<file path="src/rtl/dmem_lsu_if.sv">
// rtl/dmem_lsu_if.sv - request/response and data-memory bus bundle for dmem_lsu
//
// Purpose: groups the CPU request/response handshake and the data-memory port
//   so the LSU and its neighbours connect through one bundle.
// Ports (signals):
//   req_valid/req_ready/req_write/req_size/req_signed/req_addr/req_wdata - CPU request
//   resp_valid/resp_rdata/resp_err                                       - CPU response
//   DMEM_address/DMEM_data_in/DMEM_mem_write/DMEM_mem_read               - to memory
//   DMEM_data_out                                                        - from memory
// Modports: slave = LSU view, master = requester + memory view.
interface dmem_lsu_if;
  logic        req_valid;
  logic        req_ready;
  logic        req_write;
  logic [1:0]  req_size;
  logic        req_signed;
  logic [31:0] req_addr;
  logic [31:0] req_wdata;
  logic        resp_valid;
  logic [31:0] resp_rdata;
  logic        resp_err;
  logic [31:0] DMEM_address;
  logic [31:0] DMEM_data_in;
  logic        DMEM_mem_write;
  logic        DMEM_mem_read;
  logic [31:0] DMEM_data_out;

  modport slave (
    input  req_valid, req_write, req_size, req_signed, req_addr, req_wdata,
    input  DMEM_data_out,
    output req_ready, resp_valid, resp_rdata, resp_err,
    output DMEM_address, DMEM_data_in, DMEM_mem_write, DMEM_mem_read
  );

  modport master (
    output req_valid, req_write, req_size, req_signed, req_addr, req_wdata,
    output DMEM_data_out,
    input  req_ready, resp_valid, resp_rdata, resp_err,
    input  DMEM_address, DMEM_data_in, DMEM_mem_write, DMEM_mem_read
  );
endinterface

</file>
<file path="src/rtl/dmem_lsu.sv">
// rtl/dmem_lsu.sv - load/store unit driving a word-addressed data memory
//
// Purpose: accepts one load/store at a time, performs byte/halfword/word
//   accesses with sign/zero extension on loads and read-modify-write on
//   sub-word stores. Misaligned, reserved-size or out-of-range requests
//   complete with resp_err and never touch memory.
// Ports:
//   clk                 clock, all state updates on posedge
//   rst_n               asynchronous active-low reset
//   bus (slave)         request/response handshake and DMEM port
//   perf_loads/stores/errs  16-bit saturating completion counters
// Configuration macro: LSU_PERF_CNT_EN (counters present when defined,
//   otherwise the counter ports are tied to zero).
module dmem_lsu #(
  parameter int unsigned DEPTH_WORDS = 21
) (
  input  logic         clk,
  input  logic         rst_n,
  dmem_lsu_if.slave    bus,
  output logic [15:0]  perf_loads,
  output logic [15:0]  perf_stores,
  output logic [15:0]  perf_errs
);

  typedef enum logic [2:0] {IDLE, LOAD, RMW_RD, WRITE, RESP} state_t;

  state_t      state;
  state_t      state_next;

  logic        write_q;
  logic [1:0]  size_q;
  logic        signed_q;
  logic [31:0] addr_q;
  logic        err_q;
  // Holds store data (merged word after RMW_RD) or the load result.
  logic [31:0] data_q;

  logic        req_err;
  logic        accept;
  logic [7:0]  lane_byte;
  logic [15:0] lane_half;
  logic [31:0] load_val;
  logic [31:0] merged;

  assign accept = (state == IDLE) && bus.req_valid;

  // Request legality, evaluated on the live request while idle.
  always_comb begin
    req_err = 1'b0;
    case (bus.req_size)
      2'b00:   req_err = 1'b0;
      2'b01:   req_err = bus.req_addr[0];
      2'b10:   req_err = (bus.req_addr[1:0] != 2'b00);
      default: req_err = 1'b1;
    endcase
    if ({2'b00, bus.req_addr[31:2]} >= DEPTH_WORDS) req_err = 1'b1;
  end

  // Little-endian lane extraction and extension of the memory word.
  always_comb begin
    lane_byte = bus.DMEM_data_out[{addr_q[1:0], 3'b000} +: 8];
    lane_half = bus.DMEM_data_out[{addr_q[1], 4'b0000} +: 16];
    case (size_q)
      2'b00:   load_val = {{24{signed_q & lane_byte[7]}}, lane_byte};
      2'b01:   load_val = {{16{signed_q & lane_half[15]}}, lane_half};
      default: load_val = bus.DMEM_data_out;
    endcase
  end

  // Sub-word store lanes overlaid on the word just read.
  always_comb begin
    merged = bus.DMEM_data_out;
    case (size_q)
      2'b00:   merged[{addr_q[1:0], 3'b000} +: 8] = data_q[7:0];
      2'b01:   merged[{addr_q[1], 4'b0000} +: 16] = data_q[15:0];
      default: merged = data_q;
    endcase
  end

  always_ff @(posedge clk or negedge rst_n) begin
    if (!rst_n) state <= IDLE;
    else        state <= state_next;
  end

  always_comb begin
    state_next         = state;
    bus.req_ready      = 1'b0;
    bus.resp_valid     = 1'b0;
    bus.resp_err       = 1'b0;
    bus.resp_rdata     = 32'h0;
    bus.DMEM_address   = 32'h0;
    bus.DMEM_data_in   = 32'h0;
    bus.DMEM_mem_write = 1'b0;
    bus.DMEM_mem_read  = 1'b0;
    case (state)
      IDLE: begin
        bus.req_ready = 1'b1;
        if (bus.req_valid) begin
          if (req_err)                   state_next = RESP;
          else if (!bus.req_write)       state_next = LOAD;
          else if (bus.req_size == 2'b10) state_next = WRITE;
          else                           state_next = RMW_RD;
        end
      end
      LOAD: begin
        bus.DMEM_mem_read = 1'b1;
        bus.DMEM_address  = {2'b00, addr_q[31:2]};
        state_next        = RESP;
      end
      RMW_RD: begin
        bus.DMEM_mem_read = 1'b1;
        bus.DMEM_address  = {2'b00, addr_q[31:2]};
        state_next        = WRITE;
      end
      WRITE: begin
        bus.DMEM_mem_write = 1'b1;
        bus.DMEM_address   = {2'b00, addr_q[31:2]};
        bus.DMEM_data_in   = data_q;
        state_next         = RESP;
      end
      RESP: begin
        bus.resp_valid = 1'b1;
        bus.resp_err   = err_q;
        // Stores and errors report zero data.
        bus.resp_rdata = (err_q || write_q) ? 32'h0 : data_q;
        state_next     = IDLE;
      end
      default: state_next = IDLE;
    endcase
  end

  always_ff @(posedge clk or negedge rst_n) begin
    if (!rst_n) begin
      write_q  <= 1'b0;
      size_q   <= 2'b00;
      signed_q <= 1'b0;
      addr_q   <= 32'h0;
      err_q    <= 1'b0;
      data_q   <= 32'h0;
    end else if (accept) begin
      write_q  <= bus.req_write;
      size_q   <= bus.req_size;
      signed_q <= bus.req_signed;
      addr_q   <= bus.req_addr;
      err_q    <= req_err;
      data_q   <= bus.req_write ? bus.req_wdata : 32'h0;
    end else if (state == LOAD) begin
      data_q   <= load_val;
    end else if (state == RMW_RD) begin
      data_q   <= merged;
    end
  end

`ifdef LSU_PERF_CNT_EN
  always_ff @(posedge clk or negedge rst_n) begin
    if (!rst_n) begin
      perf_loads  <= 16'h0;
      perf_stores <= 16'h0;
      perf_errs   <= 16'h0;
    end else if (state == RESP) begin
      if (err_q) begin
        if (perf_errs != 16'hFFFF) perf_errs <= perf_errs + 16'd1;
      end else if (write_q) begin
        if (perf_stores != 16'hFFFF) perf_stores <= perf_stores + 16'd1;
      end else begin
        if (perf_loads != 16'hFFFF) perf_loads <= perf_loads + 16'd1;
      end
    end
  end
`else
  assign perf_loads  = 16'h0;
  assign perf_stores = 16'h0;
  assign perf_errs   = 16'h0;
`endif

endmodule

</file>
<file path="src/flat_wrapper.sv">
// flat-port wrapper written by rule: the top's interface ports become plain ports
module dmem_lsu_flat 
#(
  parameter int unsigned DEPTH_WORDS = 21
)
  (clk, rst_n, perf_loads, perf_stores, perf_errs, bus_req_valid, bus_req_write, bus_req_size, bus_req_signed, bus_req_addr, bus_req_wdata, bus_DMEM_data_out, bus_req_ready, bus_resp_valid, bus_resp_rdata, bus_resp_err, bus_DMEM_address, bus_DMEM_data_in, bus_DMEM_mem_write, bus_DMEM_mem_read);
  dmem_lsu_if bus_i ();
  input  logic clk;
  input  logic rst_n;
  output logic [15:0] perf_loads;
  output logic [15:0] perf_stores;
  output logic [15:0] perf_errs;
  input wire logic [$bits(bus_i.req_valid)-1:0] bus_req_valid;
  input wire logic [$bits(bus_i.req_write)-1:0] bus_req_write;
  input wire logic [$bits(bus_i.req_size)-1:0] bus_req_size;
  input wire logic [$bits(bus_i.req_signed)-1:0] bus_req_signed;
  input wire logic [$bits(bus_i.req_addr)-1:0] bus_req_addr;
  input wire logic [$bits(bus_i.req_wdata)-1:0] bus_req_wdata;
  input wire logic [$bits(bus_i.DMEM_data_out)-1:0] bus_DMEM_data_out;
  output wire logic [$bits(bus_i.req_ready)-1:0] bus_req_ready;
  output wire logic [$bits(bus_i.resp_valid)-1:0] bus_resp_valid;
  output wire logic [$bits(bus_i.resp_rdata)-1:0] bus_resp_rdata;
  output wire logic [$bits(bus_i.resp_err)-1:0] bus_resp_err;
  output wire logic [$bits(bus_i.DMEM_address)-1:0] bus_DMEM_address;
  output wire logic [$bits(bus_i.DMEM_data_in)-1:0] bus_DMEM_data_in;
  output wire logic [$bits(bus_i.DMEM_mem_write)-1:0] bus_DMEM_mem_write;
  output wire logic [$bits(bus_i.DMEM_mem_read)-1:0] bus_DMEM_mem_read;
  assign bus_i.req_valid = bus_req_valid;
  assign bus_i.req_write = bus_req_write;
  assign bus_i.req_size = bus_req_size;
  assign bus_i.req_signed = bus_req_signed;
  assign bus_i.req_addr = bus_req_addr;
  assign bus_i.req_wdata = bus_req_wdata;
  assign bus_i.DMEM_data_out = bus_DMEM_data_out;
  assign bus_req_ready = bus_i.req_ready;
  assign bus_resp_valid = bus_i.resp_valid;
  assign bus_resp_rdata = bus_i.resp_rdata;
  assign bus_resp_err = bus_i.resp_err;
  assign bus_DMEM_address = bus_i.DMEM_address;
  assign bus_DMEM_data_in = bus_i.DMEM_data_in;
  assign bus_DMEM_mem_write = bus_i.DMEM_mem_write;
  assign bus_DMEM_mem_read = bus_i.DMEM_mem_read;
  dmem_lsu #(.DEPTH_WORDS(DEPTH_WORDS)) u_core (.clk(clk), .rst_n(rst_n), .bus(bus_i), .perf_loads(perf_loads), .perf_stores(perf_stores), .perf_errs(perf_errs));
endmodule
</file>
<file path="config.mk">
export PLATFORM = sky130hd
export DESIGN_NAME = dmem_lsu_flat
export DESIGN_NICKNAME = d
export VERILOG_FILES = /design/src/rtl/dmem_lsu_if.sv /design/src/rtl/dmem_lsu.sv /design/src/flat_wrapper.sv
export SDC_FILE = /design/constraint.sdc
export NUM_CORES = 1
export LEC_CHECK = 0
export CORE_UTILIZATION = 43
export CTS_BUF_LIST = sky130_fd_sc_hd__clkbuf_4 sky130_fd_sc_hd__clkbuf_8 sky130_fd_sc_hd__clkbuf_16
export DETAILED_ROUTE_END_ITERATION = 7
export GPL_TIMING_DRIVEN = 1
export PLACE_DENSITY = 0.92
export SLEW_MARGIN = 20
export SYNTH_ARGS = -nofsm -noshare
export SYNTH_HDL_FRONTEND = slang
export SYNTH_SLANG_ARGS = --single-unit
</file>
<file path="constraint.sdc">
create_clock -name clk -period 2.8 [get_ports clk]
set_input_delay 0.28 -clock clk [delete_from_list [all_inputs] [get_ports clk]]
set_output_delay 0.28 -clock clk [all_outputs]
set_load 0.01 [all_outputs]
</file>
# Yosys cells after proc, flatten, opt, wreduce, memory -nomap -nowiden
# Index checks and enable logic that the tools add are counted.
[word_totals]
in_bits = 103
elab_cells = 62
regBits = 72
out_inout_bits = 149
[classes]
addsub = 2
eq_ne = 8
bitwise_logic = 2
n_lt_le_gt_ge = 1
shift = 6
muxes = 24
reduce_logical = 12
[ops]
columns = ["cell", "count"]
rows = [
  ["$mux W32", 7],
  ["$pmux W32 S2", 2],
  ["$bwmux W32", 2],
  ["$shift A16 B7 Y32 const A", 1],
  ["$shift A8 B7 Y32 const A", 1],
  ["$shiftx A16 B7 Y32", 1],
  ["$shiftx A32 B6 Y16", 1],
  ["$shiftx A32 B6 Y8", 1],
  ["$shiftx A8 B7 Y32", 1],
  ["$ge A30 B5 Y1 const B", 1],
  ["$mux W30", 1],
  ["$neg A5 Y7", 2],
  ["$mux W3", 3],
  ["$pmux W3 S3", 1],
  ["$mux W1", 7],
  ["$eq A3 B2 Y1 const B", 2],
  ["$eq A2 B1 Y1 const B", 2],
  ["$logic_not A2 Y1", 2],
  ["$reduce_bool A4 Y1", 1],
  ["$reduce_or A2 Y1", 2],
  ["$eq A3 B1 Y1 const B", 1],
  ["$eq A3 B3 Y1 const B", 1],
  ["$logic_not A3 Y1", 1],
  ["$pmux W1 S3", 1],
  ["other kinds (9)", 10],
]

# Logic depth before layout (Yosys ltp)
[depth]
ltp_word = 7
mapped_depth = 8
mapped_depth_nobuf = 7

# Worst setup path before layout
# Ideal clock, no wire load.
[synth_timing]
kind = "reg-to-reg"
start = "register u_core.addr_q[1]"
end = "register u_core.data_q[16]"
arrival_time_ns = 1.908
stages_incl_launch_ff = 9
path_slack_ns = 0.805
t_required_ns = 2.713
synth_period_minus_slack_ns = 1.995
setup_ns = 0.087
path_buffers = 1
cell_sequence = "dfrtp_1 -> buf_4 -> inv_1 -> ha_1 -> nor2b_1 -> nand2_1 -> o22ai_1 -> a22oi_1 -> o211ai_1"
[synth_via]
elab_chain_len = 7
word_cells_on_any_way = 17
classes_between = "add/sub: 2; shift: 6; mux: 7; bitwise: 2"
[synth_rtl]
columns = ["element", "line", "source"]
rows = [
  ["from (decl)", "dmem_lsu.sv:33", "logic [31:0] addr_q;"],
  ["from (signal assigned)", "dmem_lsu.sv:144", "addr_q <= bus.req_addr;"],
  ["$neg A5 Y7 (on tied branches)", "dmem_lsu.sv:75, dmem_lsu.sv:74", ""],
  ["$shiftx A16 B7 Y32 (tied with other cells)", "dmem_lsu.sv:75", "2'b01: merged[{addr_q[1], 4'b0000} +: 16] = data_q[15:0];"],
  ["$bwmux W32 (on tied branches)", "dmem_lsu.sv:75, dmem_lsu.sv:74", ""],
  ["$pmux W32 S2", "dmem_lsu.sv:73", "case (size_q)"],
  ["$mux W32", "dmem_lsu.sv:149", "end else if (state == RMW_RD) begin"],
  ["$mux W32 *", "dmem_lsu.sv:147", "end else if (state == LOAD) begin"],
  ["$mux W32 *", "dmem_lsu.sv:140", "end else if (accept) begin"],
  ["to (signal assigned)", "dmem_lsu.sv:146", "data_q <= bus.req_write ? bus.req_wdata : 32'h0;"],
  ["to (signal assigned)", "dmem_lsu.sv:148", "data_q <= load_val;"],
  ["to (signal assigned)", "dmem_lsu.sv:150", "data_q <= merged;"],
  ["to (decl)", "dmem_lsu.sv:36", "logic [31:0] data_q;"],
]
# Every way passes the cells marked *; elsewhere a longest branch is shown, timed or not. The select of a mux whose other input is x is not followed.
# A chain may end at the register's enable or synchronous reset.

# Worst setup path after layout
[layout_timing]
start = "register u_core.state[0]"
end = "output port bus_resp_rdata[18]"
[layout_via]
elab_chain_len = 2
[layout_rtl]
columns = ["element", "line", "source"]
rows = [
  ["from (decl)", "dmem_lsu.sv:27", "state_t state;"],
  ["from (signal assigned)", "dmem_lsu.sv:82", "else state <= state_next;"],
  ["$eq A3 B3 Y1", "dmem_lsu.sv:95", "case (state)"],
  ["$mux W32", "dmem_lsu.sv:95", ""],
  ["to (decl)", "flat_wrapper.sv:22", "output wire logic [$bits(bus_i.resp_rdata)-1:0] bus_resp_rdata;"],
]
# No other way between the ends.

==> impl_metrics.toml <==
[placed_design]
place_area_um2 = 7502
gp_congestion = 0.9491
place_inst = 1031
dpl_worst_slack_ps = 532.9
dp_hpwl_um = 13710
io_buffer_count = 201

[timing]
finalCritPeriodShare_pct = 92.52
fin_setup_tns_ps = 0
hold_slack_ps = -15.24
fin_skew_ps = 12.06
relSlewSlack_pct = 48.12
worstMarginPinSlew_ps = 777.4
maxClockFrequency_ghz = 0.3860
fin_crit_ps = 2591
worst_slack_ps = 209.3
slew_violations = 0
rsz0062_at_grt = "no"
setup_viol = 0
hold_violations = 24

[detailed_routing]
drt_pass1_iterations = 5
antenna_left = 0
drc = 0
wire_per_inst_um = 17.57
vias = 5802
drt_iter0_drc = 658
vias_per_cell = 5.542
routed_wl_um = 18400

[finish]
diodes = 0
multiInputGateArea_um2 = 3297
final_util_pct = 61.95
finalInstanceArea_um2 = 7818
stdcell_count = 1047
syn2layout_area_growth_pct = 41.01
finalNetCount = 978
drive_gt1_share_pct = 5.943
register_area_um2 = 1802
nFillCells = 1086

[floorplan]
core_area_um2 = 12620
die_area_um2 = 13350
die_x_um = 115.6
start_util_pct = 43.93
num_io_pins = 252
die_h_um = 115.6
std_cell_rows = 41

[flow_run]
maxCapViolCount = 0

[setup_path]
critPathTopFamily = "buffers and inverters"
critPathRequiredTime_ps = 2520
cp_common_cell = "and2_1"
crit_slowest_cell = "clkdlybuf4s50_1"
end_kind = "output pin"
critPathMaxStageDelay_ps = 550
cp-start-kind = "flop"
path_max_fanout = 32
crit_type = "flop to output pin"
crit_path_cell_trace = "nor2_1, and2_1, nor3b_2, buf_6, and2_1, clkdlybuf4s50_1"
arrival_ps = 2310
crit_buf_inv = 2

[logic_synthesis]
synthArstFlopShare_pct = 100.0
synth_edf_count = 0
ys_types = 60
synth_cells = 689
ys_ff_latch = 72
synthesis.area_um2 = 5544
yosys_most_used_dff = "dfrtp_1"
yosys_warnings = 0
synth-seq-area-share_pct = 32.50
syn_avg_cell_area_um2 = 8.047

[clock_tree]
clock-sinks = 72
cts_tree = "yes"
cts.reportedPaths.clkPinSlew_ps = 70
clk_path_buf_depth = 2
clk_latency_ps = 340
hold_buffers = 0
cts_resized = 0
htree_num_levels = 3
numCtsBuffers = 9
postCtsSetupBuffers = 0
root_buffer = "clkbuf_16"

[global_routing]
grt_pass1_wl_um = 28160
grt_use_total_pct = 27.44
antenna_found_initial = 1
overflow = 0
grt_max_degree = 44
grt_pass1_vias = 5391

[status]
violations = "negative hold slack"
status = "finished, violations left"

[power]
p_leak_nw = 3.342
p_per_area_nw_per_um2 = 447.8
ir_worst_vdd_mv = 0.2423
power.total_mw = 3.500

[worst_hold_path]
hold_path.class = "input port to async pin"
cell families (layout without fill, tap and decap cells):
logic type	after synthesis	after routing	share of synthesized area (%)
AOI/OAI and AO/OA	157	157	21.10
other	1	50	0.06764
muxes	25	25	4.536
adders and majority gates	5	5	1.128
xor gates and xnor gates	1	1	0.1580
and+or+nand+nor	321	321	29.07
DFF	72	72	32.50
buffers and inverters	107	244	11.44
cell usage in the layout, fill, tap and decap left out, drive strengths merged, types with 16 or more instances in the layout:
cell / netlist / final
buf: 68 / 19
nor2: 23 / 23
clkdlybuf4s50: 0 / 200
a22oi: 16 / 16
dfrtp: 72 / 72
o21ai: 28 / 28
a31oi: 20 / 20
conb: 1 / 50
nand2: 151 / 151
and2: 96 / 96
mux2i: 24 / 24
flip-flops by register name (all words and copies together), names as in the netlist:
register / count
u_core.signed_q: 1
u_core.state: 3
u_core.err_q: 1
u_core.size_q: 2
u_core.write_q: 1
u_core.addr_q: 32
u_core.data_q: 32
cell type report:
cell class | count | share of cell area, %
Multi-Input combinational cell | 559 | 42.17
Clock buffer | 10 | 3.057
Sequential cell | 72 | 23.05
Timing Repair Buffer | 219 | 27.61
Inverter | 9 | 0.4321
Tap cell | 172 | 2.753
Clock inverter | 6 | 0.9283
power by group:
| group | switching, mW | leakage [nW] | internal, mW |
|---|---|---|---|
| combinational | 0.513 | 2.30 | 0.427 |
| clock | 0.487 | 0.156 | 0.729 |
| sequential | 0.166 | 0.890 | 1.18 |
| total | 1.17 | 3.34 | 2.33 |
per-layer routing:
layer	vias to the layer above	wire, um	share of wire, %	GRT usage, %
li1	2677	-	-	-
met4	0	641	3.5	14.20
met3	63	1787	9.7	6.433
met1	2704	7176	39	35.00
met5	-	0	0	0
met2	358	8790	48	43.39
cell usage after synthesis, drive strengths merged (2+ instances only):
library cell	number	area share (%)
nor3	5	0.54
o2111ai	3	0.47
o31ai	4	0.54
o211ai	9	1.2
buf	68	8.8
a41oi	4	0.63
o221ai	14	2.2
nor3b	4	0.72
a32oi	7	1.1
a311oi	5	0.79
nor2	23	1.6
a22oi	16	2.2
a21oi	11	1.1
inv	9	0.61
a22o	2	0.32
nand3	3	0.27
nand4	6	0.68
a31oi	20	2.5
and3	11	1.2
a21o	7	0.95
nand3b	2	0.27
nand2	151	10
nand2b	4	0.45
a221oi	7	1.1
nor2b	7	0.79
o21bai	8	1.1
o21ai	28	2.8
o311a	3	0.54
ha	5	1.1
a221o	2	0.36
dfrtp	72	32
mux2i	24	4.3
a31o	2	0.32
clkbuf	30	2.1
nor4	5	0.56
o22ai	2	0.47
and2	96	11
path summary, 6_finish.rpt:
path                                                from                       endpoint  slack [ps]  cells past startpoint
max in group asynchronous                          rst_n  u_core.data_q[30]$_DFFE_PN0P_        2110                      2
setup / recovery             u_core.state[0]$_DFFE_PN0P_             bus_resp_rdata[18]         210                      6
setup reg to reg            u_core.addr_q[0]$_DFFE_PN0P_  u_core.data_q[28]$_DFFE_PN0P_         510                      7
hold / removal                                     rst_n  u_core.addr_q[28]$_DFFE_PN0P_         -20                      1
hold reg to reg            u_core.addr_q[24]$_DFFE_PN0P_  u_core.addr_q[24]$_DFFE_PN0P_         470                      2
min in group clk           u_core.addr_q[24]$_DFFE_PN0P_  u_core.addr_q[24]$_DFFE_PN0P_         470                      2
(Power assumes the default switching activity.)
